===== config.mk =====
export PLATFORM = sky130hd
export DESIGN_NAME = cl_head_gen_flat
export DESIGN_NICKNAME = d
export VERILOG_FILES = /design/src/rtl/cl_head_gen_if.sv /design/src/rtl/cl_head_gen.sv /design/src/flat_wrapper.sv
export SDC_FILE = /design/constraint.sdc
export NUM_CORES = 2
export LEC_CHECK = 0
export ABC_AREA = 0
export CORE_MARGIN = 10
export CORE_UTILIZATION = 42
export DETAILED_ROUTE_END_ITERATION = 7
export PLACE_DENSITY = 0.7
export SLEW_MARGIN = 20
export SYNTH_ARGS = -nofsm -noshare
export SYNTH_HDL_FRONTEND = slang
export SYNTH_SLANG_ARGS = --single-unit

===== constraint.sdc =====
create_clock -name clk -period 46.3 [get_ports clk]
set_clock_uncertainty 0.1 [all_clocks]
set_input_delay 13.89 -clock clk [delete_from_list [all_inputs] [get_ports clk]]
set_output_delay 13.89 -clock clk [all_outputs]
set_load 0.05 [all_outputs]

===== src/rtl/cl_head_gen_if.sv =====
// Stream-side bundle for cl_head_gen: the ST sink and the cache-line source.
// master = the packer's view, slave = the producer/consumer side.
interface cl_head_gen_if #(
   parameter int CL   = 512,
   parameter int W_ST = 8
);
   logic [W_ST-1:0] sink_data;
   logic            sink_valid;
   logic            sink_last;
   logic            sink_ready;
   logic [CL-1:0]   source_data;
   logic            source_valid;
   logic            source_ready;

   modport master (
      input  sink_data, sink_valid, sink_last, source_ready,
      output sink_ready, source_data, source_valid
   );

   modport slave (
      output sink_data, sink_valid, sink_last, source_ready,
      input  sink_ready, source_data, source_valid
   );
endinterface


===== src/rtl/cl_head_gen.sv =====
// Packs a stream of STs belonging to one AFU frame into cache lines with a
// 16-bit header {reserved, eof, st_count} and a 496-bit payload; reports the
// frame's total ST count on a sideband when its final cache line leaves.
//
// Handshakes: a transfer happens on a rising edge where valid and ready are
// both high; a source holding valid keeps its data stable until that edge,
// and ready may depend combinationally on state but never on valid.
module cl_head_gen #(
   parameter int CL                  = 512,
   parameter int CL_HEAD             = 16,
   parameter int CL_PAYLOAD          = 496,
   parameter int W_ST                = 8,
   parameter int w_NumOfST_in_AFUFrm = 16
) (
   input  logic                           clk,
   input  logic                           rst,
   cl_head_gen_if.master                  bus,
   output logic [w_NumOfST_in_AFUFrm-1:0] sb_len,
   output logic                           sb_len_valid,
   output logic [0:0]                     dbg_state
);
   localparam int ST_PER_CL = CL_PAYLOAD / W_ST;
   localparam int W_RSV     = CL_HEAD - 11;
   localparam logic [9:0] LAST_SLOT = 10'(ST_PER_CL - 1);

   localparam logic [0:0] S_FILL = 1'b0;
   localparam logic [0:0] S_OUT  = 1'b1;

   logic [0:0]                     state_q, state_d;
   logic [9:0]                     cnt_q, cnt_d;
   logic [w_NumOfST_in_AFUFrm-1:0] frm_q, frm_d;
   logic [CL_PAYLOAD-1:0]          buf_q, buf_d;
   logic [CL-1:0]                  src_data_q, src_data_d;
   logic                           src_valid_q, src_valid_d;
   logic [w_NumOfST_in_AFUFrm-1:0] sb_len_q, sb_len_d;
   logic                           sb_len_valid_q, sb_len_valid_d;

   // Next-state: fill slots in S_FILL, close the line on full or last, then
   // hold it in S_OUT until the consumer takes it.
   always_comb begin
      state_d        = state_q;
      cnt_d          = cnt_q;
      frm_d          = frm_q;
      buf_d          = buf_q;
      src_data_d     = src_data_q;
      src_valid_d    = src_valid_q;
      sb_len_d       = sb_len_q;
      sb_len_valid_d = 1'b0;
      case (state_q)
         S_FILL: begin
            if (bus.sink_valid) begin
               buf_d[cnt_q*W_ST +: W_ST] = bus.sink_data;
               cnt_d = cnt_q + 10'd1;
               frm_d = frm_q + 1'b1;
               // A full line that is also the last ST closes as one EOF line,
               // so no empty trailing line can ever appear.
               if ((cnt_q == LAST_SLOT) || bus.sink_last) begin
                  src_data_d  = {{W_RSV{1'b0}}, bus.sink_last, cnt_q + 10'd1, buf_d};
                  src_valid_d = 1'b1;
                  state_d     = S_OUT;
               end
            end
         end
         default: begin
            if (bus.source_ready) begin
               src_valid_d = 1'b0;
               buf_d       = '0;
               cnt_d       = '0;
               state_d     = S_FILL;
               // The frame count already includes the final ST, accepted earlier.
               if (src_data_q[CL-6]) begin
                  sb_len_d       = frm_q;
                  sb_len_valid_d = 1'b1;
                  frm_d          = '0;
               end
            end
         end
      endcase
   end

   // State registers; reset drops any partial line and frame count.
   always_ff @(posedge clk or posedge rst) begin
      if (rst) begin
         state_q        <= S_FILL;
         cnt_q          <= '0;
         frm_q          <= '0;
         buf_q          <= '0;
         src_data_q     <= '0;
         src_valid_q    <= 1'b0;
         sb_len_q       <= '0;
         sb_len_valid_q <= 1'b0;
      end else begin
         state_q        <= state_d;
         cnt_q          <= cnt_d;
         frm_q          <= frm_d;
         buf_q          <= buf_d;
         src_data_q     <= src_data_d;
         src_valid_q    <= src_valid_d;
         sb_len_q       <= sb_len_d;
         sb_len_valid_q <= sb_len_valid_d;
      end
   end

   assign bus.sink_ready   = (state_q == S_FILL);
   assign bus.source_data  = src_data_q;
   assign bus.source_valid = src_valid_q;
   assign sb_len           = sb_len_q;
   assign sb_len_valid     = sb_len_valid_q;
   assign dbg_state        = state_q;
endmodule


===== src/flat_wrapper.sv =====
// flat-port wrapper written by rule: the top's interface ports become plain ports
module cl_head_gen_flat 
#(
   parameter int CL                  = 512,
   parameter int CL_HEAD             = 16,
   parameter int CL_PAYLOAD          = 496,
   parameter int W_ST                = 8,
   parameter int w_NumOfST_in_AFUFrm = 16
)
  (clk, rst, sb_len, sb_len_valid, dbg_state, bus_sink_data, bus_sink_valid, bus_sink_last, bus_source_ready, bus_sink_ready, bus_source_data, bus_source_valid);
  cl_head_gen_if #(.CL(CL), .W_ST(W_ST)) bus_i ();
  input  logic clk;
  input  logic rst;
  output logic [w_NumOfST_in_AFUFrm-1:0] sb_len;
  output logic sb_len_valid;
  output logic [0:0] dbg_state;
  input wire logic [$bits(bus_i.sink_data)-1:0] bus_sink_data;
  input wire logic [$bits(bus_i.sink_valid)-1:0] bus_sink_valid;
  input wire logic [$bits(bus_i.sink_last)-1:0] bus_sink_last;
  input wire logic [$bits(bus_i.source_ready)-1:0] bus_source_ready;
  output wire logic [$bits(bus_i.sink_ready)-1:0] bus_sink_ready;
  output wire logic [$bits(bus_i.source_data)-1:0] bus_source_data;
  output wire logic [$bits(bus_i.source_valid)-1:0] bus_source_valid;
  assign bus_i.sink_data = bus_sink_data;
  assign bus_i.sink_valid = bus_sink_valid;
  assign bus_i.sink_last = bus_sink_last;
  assign bus_i.source_ready = bus_source_ready;
  assign bus_sink_ready = bus_i.sink_ready;
  assign bus_source_data = bus_i.source_data;
  assign bus_source_valid = bus_i.source_valid;
  cl_head_gen #(.CL(CL), .CL_HEAD(CL_HEAD), .CL_PAYLOAD(CL_PAYLOAD), .W_ST(W_ST), .w_NumOfST_in_AFUFrm(w_NumOfST_in_AFUFrm)) u_core (.clk(clk), .rst(rst), .bus(bus_i), .sb_len(sb_len), .sb_len_valid(sb_len_valid), .dbg_state(dbg_state));
endmodule

# Yosys cells after proc, flatten, opt, wreduce, memory -nomap -nowiden
# Cells that the tools add are included.
dict set report op_classes {
  n_addsub 3
  n_mul 0
  div_mod_pow 0
  n_lt_le_gt_ge 0
  n_eq_ne 3
  shifts 2
  n_mux 22
  bitwise_logic 1
  reduce_logical 8
}
# op count
set op_table {}
lappend op_table {{496-bit two-way mux} 3}
lappend op_table {{496-bit bitwise mux} 1}
lappend op_table {{8-bit by 34-bit variable shift with 496-bit output (first input constant)} 1}
lappend op_table {{8-bit by 34-bit indexed part select with 496-bit output} 1}
lappend op_table {{16-bit two-way mux} 4}
lappend op_table {{13-bit negation with 34-bit output} 1}
lappend op_table {{10-bit two-way mux} 3}
lappend op_table {{16-bit by 1-bit adder with 16-bit output (second input constant)} 1}
lappend op_table {{3-bit AND reduction} 4}
lappend op_table {{1-bit two-way mux} 11}
lappend op_table {{10-bit by 1-bit adder with 10-bit output (second input constant)} 1}
lappend op_table {{10-bit by 6-bit == test with 1-bit output (second input constant)} 1}
lappend op_table {{2-bit != test (second input constant)} 2}
lappend op_table {{2-bit nonzero test} 2}
lappend op_table {{2-bit AND reduction} 1}
lappend op_table {{1-bit logical OR} 1}
lappend op_table {{1-bit NOT} 1}
dict set report word_totals {
  regBits 1048
  latchBits 0
  mem_bits_rw 0
  mem_bits_ro 0
  inputBits 13
  out_inout_bits 532
  word_cells 47
  n_memories 0
}

# Logic depth before layout (Yosys ltp)
dict set report logic_depth {
  depth_word 5
  depth_mapped 15
  ltp_nobuf 10
}

# Worst setup path before layout
# No wires, ideal clock.
dict set report synth_path {
  path_kind {input-to-reg}
  from {in bus_sink_valid}
  to {reg u_core.src_data_q[80], in the netlist u_core.bus.source_data[80]}
  setup_time_ns 0.069
  arrival_ns 15.747
  required_ns 46.131
  slack_ns 30.384
  path_stages 11
  path_buffers 6
  cell_sequence {nor2b_1 > clkbuf_1 > nand2_1 > and2_1 > clkbuf_1 > buf_2 > buf_2 > clkbuf_1 > clkbuf_1 > nand2_1 > nand3_1}
}
dict set report synth_between {
  elab_chain_cells 1
}
# item line
set synth_lines {}
lappend synth_lines {{start, declared} flat_wrapper.sv:18} ;# input wire logic [$bits(bus_i.sink_valid)-1:0] bus_sink_valid;
lappend synth_lines {{3-bit AND reduction (no line)} -}
lappend synth_lines {{end signal, assigned} cl_head_gen.sv:97} ;# src_data_q <= src_data_d;
lappend synth_lines {{end, declared} cl_head_gen.sv:33} ;# logic [CL-1:0] src_data_q, src_data_d;
# Every way passes these cells.
# A chain may end at the register's enable or synchronous reset.

==> out/qor.csv <==
metric,value,unit
status,"complete, no violations",
io_pins,545,
cts_buffers,109,
core,0.106,mm2
ir_worst_vdd,0.0000338,V
required,46.92,ns
cp-end-kind,asynchronous set/reset pin,
crit_fanout,115,
area_growth,23.2,%
clock_latency,0.69,ns
tightest_slew,1.15,ns
synth_edf_count,0,
synth_top_area_share,58.5,%
p_leak,23.3,nW
max-cap-violations,0,
cts_hold_buf,0,
whs,0.376,ns
postSynthCellCount,4130,
yosys-top-cells-area,"dfrtp_1 (58%), mux2i_1 (7.0%), a22o_1 (5.9%)",
synth.distinct_cells,71,
cts.repair.resized,0,
cts_sinks,1048,
hold_viol,0,
wl_per_cell,26.4,um
setup_viol,0,
hold_depth,2,
htreeDepth,3,
finalPower,0.00239,W
criticalPathCategory,in -> async,
grt_first_pass_wirelength,236000,um
synthAdderAreaFrac,0.140,%
start_kind,input port,
die_w,347,um
maxSlewHeadroom,23.3,%
drv_slew,0,
clockBufferDepth,3,
fin_crit_sh,40.5,%
grt_pass1_vias,35000,
synth_area,0.0448,mm2
synth_mux_area_share,7.03,%
vias,35400,
yosysWarnings,0,
max_freq,53.3,MHz
rr_startpoint,u_core.cnt_q[0]$_DFFE_PP0P_,
grt_usage,25.7,%
min_from,u_core.bus.source_data[435]$_DFFE_PP0P_,
hold_class,reg -> reg,
via_per_inst,5.85,
synth_seq_cells,1048,
ant_nets,0,
grt_antenna_before_repair,2,
drive_above_1_share,7.70,%
seq_area_frac_synth,58.5,%
worstHoldEndpoint,u_core.bus.source_data[435]$_DFFE_PP0P_,
drtPass1Iterations,7,
post_cts_buffers,0,
nets,4593,
rsz0062_at_grt,false,
ctsRootBufferMaster,clkbuf_16,
power_density,43.2,mW/mm2
ys.flop_type,dfrtp_1,
drt_iter0_markers,3571,
initial_utilization,42.4,%
regToRegSetupSlack,40.84,ns
num_rows,119,
wirelength,160000,um
die_area,0.120,mm2
synth_compound_area_share,18.0,%
dp_hpwl,111000,um
synth_top_family_by_area,compound AO/OA/AOI/OAI gates,
r2r_cells,9,
syn_avg_cell_area,10.9,um2
r2r_end,u_core.bus.source_data[170]$_DFFE_PP0P_,
drc,0,
fillCellCount,9326,
synth_simple_gate_area_share,13.0,%
place.gp.congestion,0.902,
setup_tns,0,ns
cts_tree,yes,
synthXorXnorAreaFrac,0.547,%
die_h,347,um
portBuffers,539,
clkTransAtPathRegs,0.06,ns
synthArstFlopShare,100,%
final.min_clock_period,18.75,ns
grt_max_degree,235,
grt_overflow,0,
crit_arrival,19.37,ns
synth_top_cell_by_area,dfrtp_1,
## state kept, by name, summed over array words and instances (netlist names)
register / flops
u_core.buf_q: 496
u_core.bus.source_valid: 1
u_core.sb_len: 16
u_core.cnt_q: 10
u_core.frm_q: 16
u_core.dbg_state: 1
u_core.bus.source_data: 507
u_core.sb_len_valid: 1
## cell type report
cell class	count	area [um2]	area share, %
Sequential cell	1048	26200	47.5
Multi-Input combinational cell	2782	17500	31.6
Timing Repair Buffer	624	6070	11.0
Clock buffer	162	3280	5.93
Tap cell	1391	1740	3.15
Clock inverter	35	408	0.738
Inverter	10	45.0	0.0815
Antenna cell	1	2.50	0.00453
## Yosys cell counts, drive strengths merged (16+ instances only)
| master | n |
|---|---|
| a21oi | 37 |
| a221o | 55 |
| a221oi | 16 |
| a22o | 300 |
| a22oi | 16 |
| a31oi | 30 |
| a32oi | 17 |
| and2 | 31 |
| and3 | 26 |
| buf | 86 |
| clkbuf | 208 |
| dfrtp | 1048 |
| mux2i | 315 |
| nand2 | 676 |
| nand3 | 139 |
| nand4 | 16 |
| nor2 | 260 |
| nor3 | 62 |
| nor4 | 19 |
| o21ai | 485 |
| o2bb2ai | 138 |
| or3 | 19 |
| xor2 | 16 |
## per-layer routing
layer / wire length (um) / track usage (%)
met1: 64900 / 33.2
met2: 72800 / 40.0
met3: 14400 / 7.50
met4: 7610 / 11.3
met5: 0 / 0.120
## cells in the final DEF (no fill, tap or decap), types with 19 or more instances in the layout
cell type,netlist,layout
and2_1,25,24
clkbuf_16,0,111
dfrtp_1,1048,1048
nand2_1,670,667
and3_1,26,26
o21ai_0,435,434
a31oi_1,30,30
buf_4,7,81
nor2_1,233,231
clkdlybuf4s50_1,0,539
o2bb2ai_1,138,138
a22o_1,300,300
nand3_1,136,136
clkbuf_8,0,31
mux2i_1,315,315
or3_1,19,19
nor2_4,24,24
a221o_1,55,55
o21ai_1,47,47
nor3_1,39,33
a21oi_1,37,37
clkbuf_1,207,20
nor3_2,23,29
## critical path, stage by stage
cell	delay (ns)
clkdlybuf4s50_1	0.49
inv_8	0.56
buf_4	0.87
buf_4	0.82
buf_4	0.83
buf_4	0.81
buf_4	0.76
## logic make-up after synthesis
logic type,count (synthesis)
compound gates,1145
xor+xnor,28
other cells,1
fa+ha+maj,5
buf+inv,304
flops,1048
simple gates,1284
mux,315
## report_power, final
group / total, W / switching, W / leakage (nW) / internal [W]
logic: 0.000527 / 0.000419 / 6.99 / 0.000108
registers: 0.000956 / 0.0000218 / 14.5 / 0.000934
clock network: 0.000903 / 0.000371 / 1.82 / 0.000532
## how the worst max path moves through the flow
| stage | start | end | cells after the start | slack (ns) |
|---|---|---|---|---|
| floorplan | rst | u_core.buf_q[0]$_DFFE_PP0P_ | 1 | 2.81 |
| global placement | rst | u_core.bus.source_data[469]$_DFFE_PP0P_ | 7 | 26.62 |
| detailed placement | rst | u_core.buf_q[471]$_DFFE_PP0P_ | 7 | 26.61 |
| CTS | rst | u_core.buf_q[470]$_DFFE_PP0P_ | 7 | 27.34 |
| global route | rst | u_core.buf_q[276]$_DFFE_PP0P_ | 7 | 26.76 |
| finish | rst | u_core.buf_q[470]$_DFFE_PP0P_ | 7 | 27.55 |
## stage by stage
step	instances	worst slack, ns	utilization [%]	instance area [um2]
floorplan	4134	2.81	-	44900
global placement	5855	26.62	48.8	51500
detailed placement	5855	26.61	48.8	51600
CTS	6052	27.34	52.3	55200
global route	6052	26.76	52.3	55300
finish	6053	27.55	52.3	55300
Power figures use the tool's default switching activity.
